**src/rtl/mul_div_unit.sv**
```systemverilog
// Iterative multiply/divide unit for the execute stage.
// Accepts MULT/MULTU/DIV/DIVU on a start handshake and iterates one bit per clock
// on operand magnitudes. A final FIX cycle applies the sign correction. The
// 2*WIDTH result is then presented on hi_o/lo_o together with a one-cycle done_o.
module mul_div_unit #(
   parameter int WIDTH = 32
) (
   input  logic             clk_i,
   input  logic             rst_i,
   input  logic [WIDTH-1:0] src1_i,
   input  logic [WIDTH-1:0] src2_i,
   input  logic [3:0]       ctrl_i,
   input  logic             start_i,
   output logic             busy_o,
   output logic             done_o,
   output logic [WIDTH-1:0] hi_o,
   output logic [WIDTH-1:0] lo_o,
   output logic             div_zero_o
);

   localparam int CNT_W = (WIDTH > 1) ? $clog2(WIDTH) : 1;
   localparam logic [CNT_W-1:0] CNT_LAST = CNT_W'(WIDTH - 1);

   typedef enum logic [1:0] {
      ST_IDLE = 2'd0,
      ST_CALC = 2'd1,
      ST_FIX  = 2'd2,
      ST_DONE = 2'd3
   } state_t;

   // Two's-complement negation of a single-width value.
   function automatic logic [WIDTH-1:0] neg_w(input logic [WIDTH-1:0] v);
      return ~v + {{(WIDTH-1){1'b0}}, 1'b1};
   endfunction

   // Two's-complement negation of a double-width value.
   function automatic logic [2*WIDTH-1:0] neg_2w(input logic [2*WIDTH-1:0] v);
      return ~v + {{(2*WIDTH-1){1'b0}}, 1'b1};
   endfunction

   state_t              state_q;
   logic [CNT_W-1:0]    cnt_q;
   logic [2*WIDTH-1:0]  acc_q;      // MULT: {partial hi, multiplier}; DIV: {remainder, quotient}
   logic [WIDTH-1:0]    opnd_q;     // MULT: multiplicand magnitude; DIV: divisor magnitude
   logic                is_div_q;
   logic                neg_hi_q;
   logic                neg_lo_q;
   logic                dz_pend_q;
   logic                busy_q;
   logic                done_q;
   logic                div_zero_q;
   logic [WIDTH-1:0]    hi_q;
   logic [WIDTH-1:0]    lo_q;

   // Decode and operand-magnitude signals, used only at acceptance.
   logic                op_ok_s;
   logic                is_div_s;
   logic                is_sgn_s;
   logic                src2_zero_s;
   logic                sign1_s;
   logic                sign2_s;
   logic [WIDTH-1:0]    mag1_s;
   logic [WIDTH-1:0]    mag2_s;
   logic                neg_hi_s;
   logic                neg_lo_s;

   // Iteration and sign-correction results.
   logic [WIDTH:0]      mul_sum_d;
   logic [WIDTH:0]      div_trial_d;
   logic [WIDTH+1:0]    div_sub_d;
   logic [2*WIDTH-1:0]  acc_calc_d;
   logic [2*WIDTH-1:0]  prod_neg_d;
   logic [WIDTH-1:0]    hi_fix_d;
   logic [WIDTH-1:0]    lo_fix_d;

   // Decode the op code, form operand magnitudes and the sign-correction flags.
   always_comb begin
      op_ok_s = 1'b0;
      case (ctrl_i)
         4'b1000, 4'b1001, 4'b1010, 4'b1011: op_ok_s = start_i;
         default:                            op_ok_s = 1'b0;
      endcase
      is_div_s    = ctrl_i[1];
      is_sgn_s    = ~ctrl_i[0];
      src2_zero_s = (src2_i == {WIDTH{1'b0}});
      sign1_s     = is_sgn_s & src1_i[WIDTH-1];
      sign2_s     = is_sgn_s & src2_i[WIDTH-1];
      // A zero divisor leaves the dividend untouched so hi_o returns src1 as-is.
      if (sign1_s && !(is_div_s && src2_zero_s)) begin
         mag1_s = neg_w(src1_i);
      end else begin
         mag1_s = src1_i;
      end
      if (sign2_s) begin
         mag2_s = neg_w(src2_i);
      end else begin
         mag2_s = src2_i;
      end
      if (!is_div_s) begin
         neg_hi_s = sign1_s ^ sign2_s;
         neg_lo_s = sign1_s ^ sign2_s;
      end else if (src2_zero_s) begin
         neg_hi_s = 1'b0;
         neg_lo_s = 1'b0;
      end else begin
         neg_hi_s = sign1_s;
         neg_lo_s = sign1_s ^ sign2_s;
      end
   end

   // One shift-add or restoring shift-subtract step, plus the FIX-stage result.
   always_comb begin
      // Multiply: add the multiplicand into the upper half with a carry bit, then shift right.
      if (acc_q[0]) begin
         mul_sum_d = {1'b0, acc_q[2*WIDTH-1:WIDTH]} + {1'b0, opnd_q};
      end else begin
         mul_sum_d = {1'b0, acc_q[2*WIDTH-1:WIDTH]};
      end
      // Divide: shift the next dividend bit into the remainder and trial-subtract.
      div_trial_d = acc_q[2*WIDTH-1:WIDTH-1];
      div_sub_d   = {1'b0, div_trial_d} - {2'b00, opnd_q};
      if (is_div_q) begin
         if (div_sub_d[WIDTH+1]) begin
            acc_calc_d = {div_trial_d[WIDTH-1:0], acc_q[WIDTH-2:0], 1'b0};
         end else begin
            acc_calc_d = {div_sub_d[WIDTH-1:0], acc_q[WIDTH-2:0], 1'b1};
         end
      end else begin
         acc_calc_d = {mul_sum_d, acc_q[WIDTH-1:1]};
      end
      prod_neg_d = neg_2w(acc_q);
      if (!is_div_q) begin
         if (neg_lo_q) begin
            {hi_fix_d, lo_fix_d} = prod_neg_d;
         end else begin
            {hi_fix_d, lo_fix_d} = acc_q;
         end
      end else begin
         if (neg_hi_q) begin
            hi_fix_d = neg_w(acc_q[2*WIDTH-1:WIDTH]);
         end else begin
            hi_fix_d = acc_q[2*WIDTH-1:WIDTH];
         end
         if (neg_lo_q) begin
            lo_fix_d = neg_w(acc_q[WIDTH-1:0]);
         end else begin
            lo_fix_d = acc_q[WIDTH-1:0];
         end
      end
   end

   // Control FSM with datapath and registered outputs.
   always_ff @(posedge clk_i or negedge rst_i) begin
      if (!rst_i) begin
         state_q    <= ST_IDLE;
         cnt_q      <= {CNT_W{1'b0}};
         acc_q      <= {(2*WIDTH){1'b0}};
         opnd_q     <= {WIDTH{1'b0}};
         is_div_q   <= 1'b0;
         neg_hi_q   <= 1'b0;
         neg_lo_q   <= 1'b0;
         dz_pend_q  <= 1'b0;
         busy_q     <= 1'b0;
         done_q     <= 1'b0;
         div_zero_q <= 1'b0;
         hi_q       <= {WIDTH{1'b0}};
         lo_q       <= {WIDTH{1'b0}};
      end else begin
         case (state_q)
            ST_IDLE: begin
               done_q <= 1'b0;
               if (op_ok_s) begin
                  state_q    <= ST_CALC;
                  busy_q     <= 1'b1;
                  cnt_q      <= {CNT_W{1'b0}};
                  is_div_q   <= is_div_s;
                  neg_hi_q   <= neg_hi_s;
                  neg_lo_q   <= neg_lo_s;
                  dz_pend_q  <= is_div_s & src2_zero_s;
                  div_zero_q <= 1'b0;
                  if (is_div_s) begin
                     opnd_q <= mag2_s;
                     acc_q  <= {{WIDTH{1'b0}}, mag1_s};
                  end else begin
                     opnd_q <= mag1_s;
                     acc_q  <= {{WIDTH{1'b0}}, mag2_s};
                  end
               end else begin
                  busy_q <= 1'b0;
               end
            end
            ST_CALC: begin
               acc_q <= acc_calc_d;
               cnt_q <= cnt_q + {{(CNT_W-1){1'b0}}, 1'b1};
               if (cnt_q == CNT_LAST) begin
                  state_q <= ST_FIX;
               end else begin
                  state_q <= ST_CALC;
               end
            end
            ST_FIX: begin
               hi_q       <= hi_fix_d;
               lo_q       <= lo_fix_d;
               div_zero_q <= dz_pend_q;
               done_q     <= 1'b1;
               state_q    <= ST_DONE;
            end
            ST_DONE: begin
               done_q  <= 1'b0;
               busy_q  <= 1'b0;
               state_q <= ST_IDLE;
            end
            default: begin
               done_q  <= 1'b0;
               busy_q  <= 1'b0;
               state_q <= ST_IDLE;
            end
         endcase
      end
   end

   assign busy_o     = busy_q;
   assign done_o     = done_q;
   assign hi_o       = hi_q;
   assign lo_o       = lo_q;
   assign div_zero_o = div_zero_q;

endmodule

```
**config.mk**
```make
export PLATFORM = sky130hd
export DESIGN_NAME = mul_div_unit
export DESIGN_NICKNAME = d
export VERILOG_FILES = /design/src/rtl/mul_div_unit.sv
export SDC_FILE = /design/constraint.sdc
export NUM_CORES = 1
export LEC_CHECK = 0
export ABC_AREA = 0
export CAP_MARGIN = 20
export CORE_AREA = 2 2 166 168
export DETAILED_ROUTE_END_ITERATION = 12
export DIE_AREA = 0 0 168 170
export GPL_TIMING_DRIVEN = 0
export PLACE_DENSITY = 0.76
export SLEW_MARGIN = 40
export SYNTH_ARGS = -nofsm -noshare
export SYNTH_HDL_FRONTEND = slang
export SYNTH_SLANG_ARGS = --single-unit
```
**constraint.sdc**
```tcl
create_clock -name clk_i -period 3.6 [get_ports clk_i]
set_input_delay 0.36 -clock clk_i [delete_from_list [all_inputs] [get_ports clk_i]]
set_output_delay 0.36 -clock clk_i [all_outputs]
set_load 0.03 [all_outputs]
```
**Word-level counts from Yosys, hierarchy flattened**

Index checks and enable logic that the tools add are counted.
W data, S select, Z words.

- Register bits: 174
- Input bits: 71
- Output and inout bits: 67
- Logic and storage cells: 84

- $add $sub $neg: 8
- Equality and inequality tests: 9
- Multiplexer cells: 30
- Bitwise logic cells: 10
- Reduce and logical (&&, ||, !) cells: 14

Operator list:

| kind | number |
|---|---|
| $mux W32 | 10 |
| $mux W64 | 3 |
| $add A32 B1 Y32 const B | 4 |
| $not A32 Y32 | 4 |
| $pmux W64 S2 | 1 |
| $add A64 B1 Y64 const B | 1 |
| $not A64 Y64 | 1 |
| $sub A33 B32 Y34 | 1 |
| $add A32 B32 Y33 | 1 |
| $mux W33 | 1 |
| $logic_not A32 Y1 | 1 |
| $eq A4 B4 Y1 const B | 4 |
| $pmux W5 S2 | 1 |
| $pmux W2 S4 | 1 |
| $reduce_bool A2 Y1 | 4 |
| $mux W1 | 7 |
| $pmux W1 S2 | 3 |
| $reduce_and A2 Y1 | 3 |
| $add A5 B1 Y5 const B | 1 |
| $eq A5 B5 Y1 const B | 1 |
| $mux W5 | 1 |
| $eq A2 B2 Y1 const B | 2 |
| $mux W2 | 2 |
| $reduce_or A4 Y1 | 1 |
| other kinds (9) | 12 |

**Longest topological paths before layout**

- Word-level depth: 8
- Depth in mapped cells: 16
- Mapped depth without buffers: 15

**Worst setup path after synthesis**

No wires, ideal clock.

- Kind: register -> register
- Start: register acc_q[31]
- End: register acc_q[52]
- Library setup time: 0.121 ns
- Arrival time: 3.127 ns
- Data required time: 3.479 ns
- Path slack: 0.352 ns
- Cell stages (with the launch flop): 16
- Buffers on the path: 0
- Period minus slack after synthesis: 3.248 ns
- Path through: dfrtp_1 inv_1 ha_1 inv_1 fa_1 a211oi_1 o21bai_1 o31a_1 a41oi_1 a21boi_0 a221oi_1 o21ai_0 a21oi_1 xor2_1 nand3_1 a22o_1

- Cells in the longest elaborated chain, start to end: 4

Ends and longest elaborated chain:

| item | line | RTL |
|---|---|---|
| start: declaration | 43 | `logic [2*WIDTH-1:0] acc_q;` |
| start signal: assignment | 157 | `acc_q <= {(2*WIDTH){1'b0}};` |
| start signal: assignment | 183 | `acc_q <= {{WIDTH{1'b0}}, mag1_s};` |
| start signal: assignment | 186 | `acc_q <= {{WIDTH{1'b0}}, mag2_s};` |
| $sub A33 B32 Y34 | 121 | `div_sub_d = {1'b0, div_trial_d} - {2'b00, opnd_q};` |
| $mux W64 | 123 | `if (div_sub_d[WIDTH+1]) begin` |
| $mux W64 | 122 | `if (is_div_q) begin` |
| $pmux W64 S2 | 169 | `case (state_q)` |

Every way passes these cells.
A chain may end at the register's enable or synchronous reset.

==> summary.md <==
| Metric | Value |
|---|---|
| Vias in the first global route | 14598 |
| Maxcap violations | 0 |
| H-tree Lvls | 4 |
| Top cell type by total area after synthesis | dfrtp_1 |
| Max clock buf depth | 2 |
| Max Slew Vio Count | 0 |
| CTS Sinks | 174 |
| Fin crit share | 97.8% |
| Synthesized area per cell | 8.25 um2 |
| Clock Power Share | 10.6% |
| Crit path buffers/inverters | 4 |
| Fmax | 284 MHz |
| Top FF cell, synth | dfrtp_1 |
| Final nets | 2070 |
| Grt total ovfl | 0 |
| Starting DRT DRC Count | 1609 |
| Syn-to-layout area delta | 19.8% |
| CP top delay family | buffers and inverters |
| Met3 usage | 9.00% |
| Post-synth ARST share | 100% |
| Synth top area share | 30.0% |
| Setup violators final | 0 |
| Final instance count without filler cells | 2275 |
| Grt met2 use | 65.9% |
| Combinational cell fraction of total power | 68.7% |
| Met1 GRT Util | 48.4% |
| HP Class | input port to async pin |
| Number of synthesized flops with an enable pin | 0 |
| HPWL Detailed | 44200 um |
| WP depth | 10 |
| Switching power | 10000 uW |
| DR pass1 iterations | 5 |
| P_leak | 0.00728 uW |
| Busiest layer in global routing | met2 |
| Max transition margin | 33.2% |
| Synth unique cells | 76 |
| Total global-route track usage | 39.9% |
| First-pass GRT wire length | 86500 um |
| Total CTS buffers | 17 |
| CP peak stage delay | 0.70 ns |
| Seq/Total Area, Yosys | 30.0% |
| WL/cell | 25.1 um |
| Ports | 138 |
| Die area | 28600 um2 |
| Row count | 60 |
| Crit Path Category | flop to flop |
| CP arrival | 3.85 ns |
| Root Buffer | clkbuf_16 |
| RePlAce Congestion | 1.03 |
| Total power | 18700 uW |
| Synth area leaders | dfrtp_1 30%, xor2_1 6.8%, ha_1 6.6% |
| Req. time, crit path | 3.93 ns |
| Clock Skew | 0.0191 ns |
| Crit path max fanout | 10 |
| Slew @ Worst Pin | 1.00 ns |
| Core area | 26700 um2 |
| Internal power | 8720 uW |
| Synth warn | 0 |
| Ant diodes | 0 |
| Worst Setup End Kind | flop |
| Final-report hold violation count | 0 |
| Largest net degree at the start of global routing | 75 |
| Pwr dens | 1080 nW/um2 |
| Flops & latches, synth | 174 |
| Minimum clock period | 3.52 ns |
| Worst setup SP type | flop |
| Drt drc | 0 |
| R2R depth | 10 |
| Antenna Nets Post-Route | 0 |
| CTS clock-pin slew for the worst setup and hold paths | 0.08 ns |
| Mapped Area | 14500 um2 |
| CTS tree | built |
| Critical-path top delay cell | a21oi_1 |
| Clock latency on the worst-skew pair | 0.45 ns |
| Crit path cell chain | inv_1, ha_1, clkbuf_1, inv_1, a21oi_1, nand2_1, clkbuf_1, o22ai_1, o21ai_0, o21ai_0 |
| Via Count | 15029 |
| Top cells by count, synth | 174 x dfrtp_1, 168 x a21oi_1, 160 x nand2_1, 139 x nor2_1, 138 x o21ai_0 |
| Sw frac | 53.4% |
| PortBufs | 136 |
| Share of cells above drive strength 1 | 9.41% |
| Top-count cell post-synth | dfrtp_1 |
| Drt total wl | 57000 um |
| Inst Count DP | 2237 |
| Peak supply drop | 476 uV |
| Starting Density | 54.4% |
| Status | complete, no violations |
| RSZ-0062 raised after global routing | yes |
| FILL cells | 2328 |
| Total Neg Setup Slack | 0 ns |
| Die Ht | 170 um |
| Syn nets | 1907 |
| Routed vias/inst | 6.61 |
| Post-Synthesis Cells | 1758 |
| Sequential share of power | 20.7% |
| Initial antenna violation count | 0 |
| Die width | 168 um |
sequential cells by signal, indices dropped and copies added, names as in the netlist, named ones only:
name and cells:
is_div_q 1, div_zero_o 1, busy_o 1, state_q 1, acc_q 64, lo_o 32
dz_pend_q 1, neg_hi_q 1, neg_lo_q 1, hi_o 32, done_o 1, cnt_q 5
opnd_q 32
power groups by stage:
stage / sequential (uW) / clock [uW] / combinational, uW
4_1_cts: 3810 / 1970 / 12200
3_3_place_gp: 3840 / 0 / 11600
6_report: 3880 / 1990 / 12900
3_5_place_dp: 3860 / 0 / 11800
5_1_grt: 3940 / 2050 / 13800
2_1_floorplan: 3830 / 0 / 8020
metal layers:
metal	wire length (um)	share of wire (%)	up-vias
li1	-	-	6735
met5	0	0	-
met2	26300	46	929
met4	3300	5.8	0
met3	5690	10	198
met1	21700	38	7167
worst paths after layout:
path	endpoint	from	slack (ns)
max	acc_q[61]	flop	0.08
max in group asynchronous	acc_q[31]	rst_i	2.16
min reg2reg	busy_o	busy_o	0.49
max reg2reg	acc_q[61]	flop	0.08
min in group clk_i	busy_o	busy_o	0.49
min	hi_o[5]	rst_i	0.39
metrics by stage:
| step | area, um2 | utilization (%) | hold WS, ns | setup WS, ns |
|---|---|---|---|---|
| detailed placement | 16400 | 61.4 | 0.275 | -0.929 |
| global placement | 16300 | 61.1 | 0.463 | -5.22 |
| floorplan | 14500 | - | 0.0644 | 0.352 |
| finish | 17400 | 65.2 | 0.390 | 0.0775 |
| global route | 17400 | 65.2 | 0.434 | -0.0373 |
| CTS | 17100 | 64.3 | 0.414 | 0.0136 |
area by class of cell:
cell class                      count  area, um2  share of cell area [%]
Buffer                             96        422                    2.43
Multi-Input combinational cell   1413       9750                    56.1
Inverter                           67        255                    1.47
Clock buffer                       18        439                    2.53
Tap cell                          341        427                    2.46
Sequential cell                   174       4370                    25.1
Clock inverter                     14        183                    1.05
Timing Repair Buffer              152       1530                    8.80
cell families (layout without fill, tap and decap cells):
kind of cell               Yosys count  after routing  synth area share (%)
AOI/OAI and AO/OA                  537            537                  23.3
and+or+nand+nor                    524            524                  17.5
xor gates and xnor gates           178            178                  10.7
DFF                                174            174                  30.0
buffers and inverters              171            347                  4.63
muxes                               96             96                  6.97
adders and majority gates           78             78                  6.83
repair_timing:
action                     4_1_cts  5_1_grt
resized for setup               43       43
pin swaps                        4       12
buffers inserted                 4        9
hold endpoints to repair        45        0
hold buffers                     1        0
setup endpoints to repair       56       74
cells in the final DEF (no fill, tap or decap), drive strengths merged, types with 40 or more instances in the layout:
cell,count
mux2i,56
mux2,40
xnor2,65
ha,76
nor3,55
clkbuf,95
dfrtp,174
a21oi,168
nand2,162
xor2,113
o21ai,150
nor2,139
inv,74
o221ai,41
clkdlybuf4s50,135
Note: power is estimated with default switching activity, not from simulation.
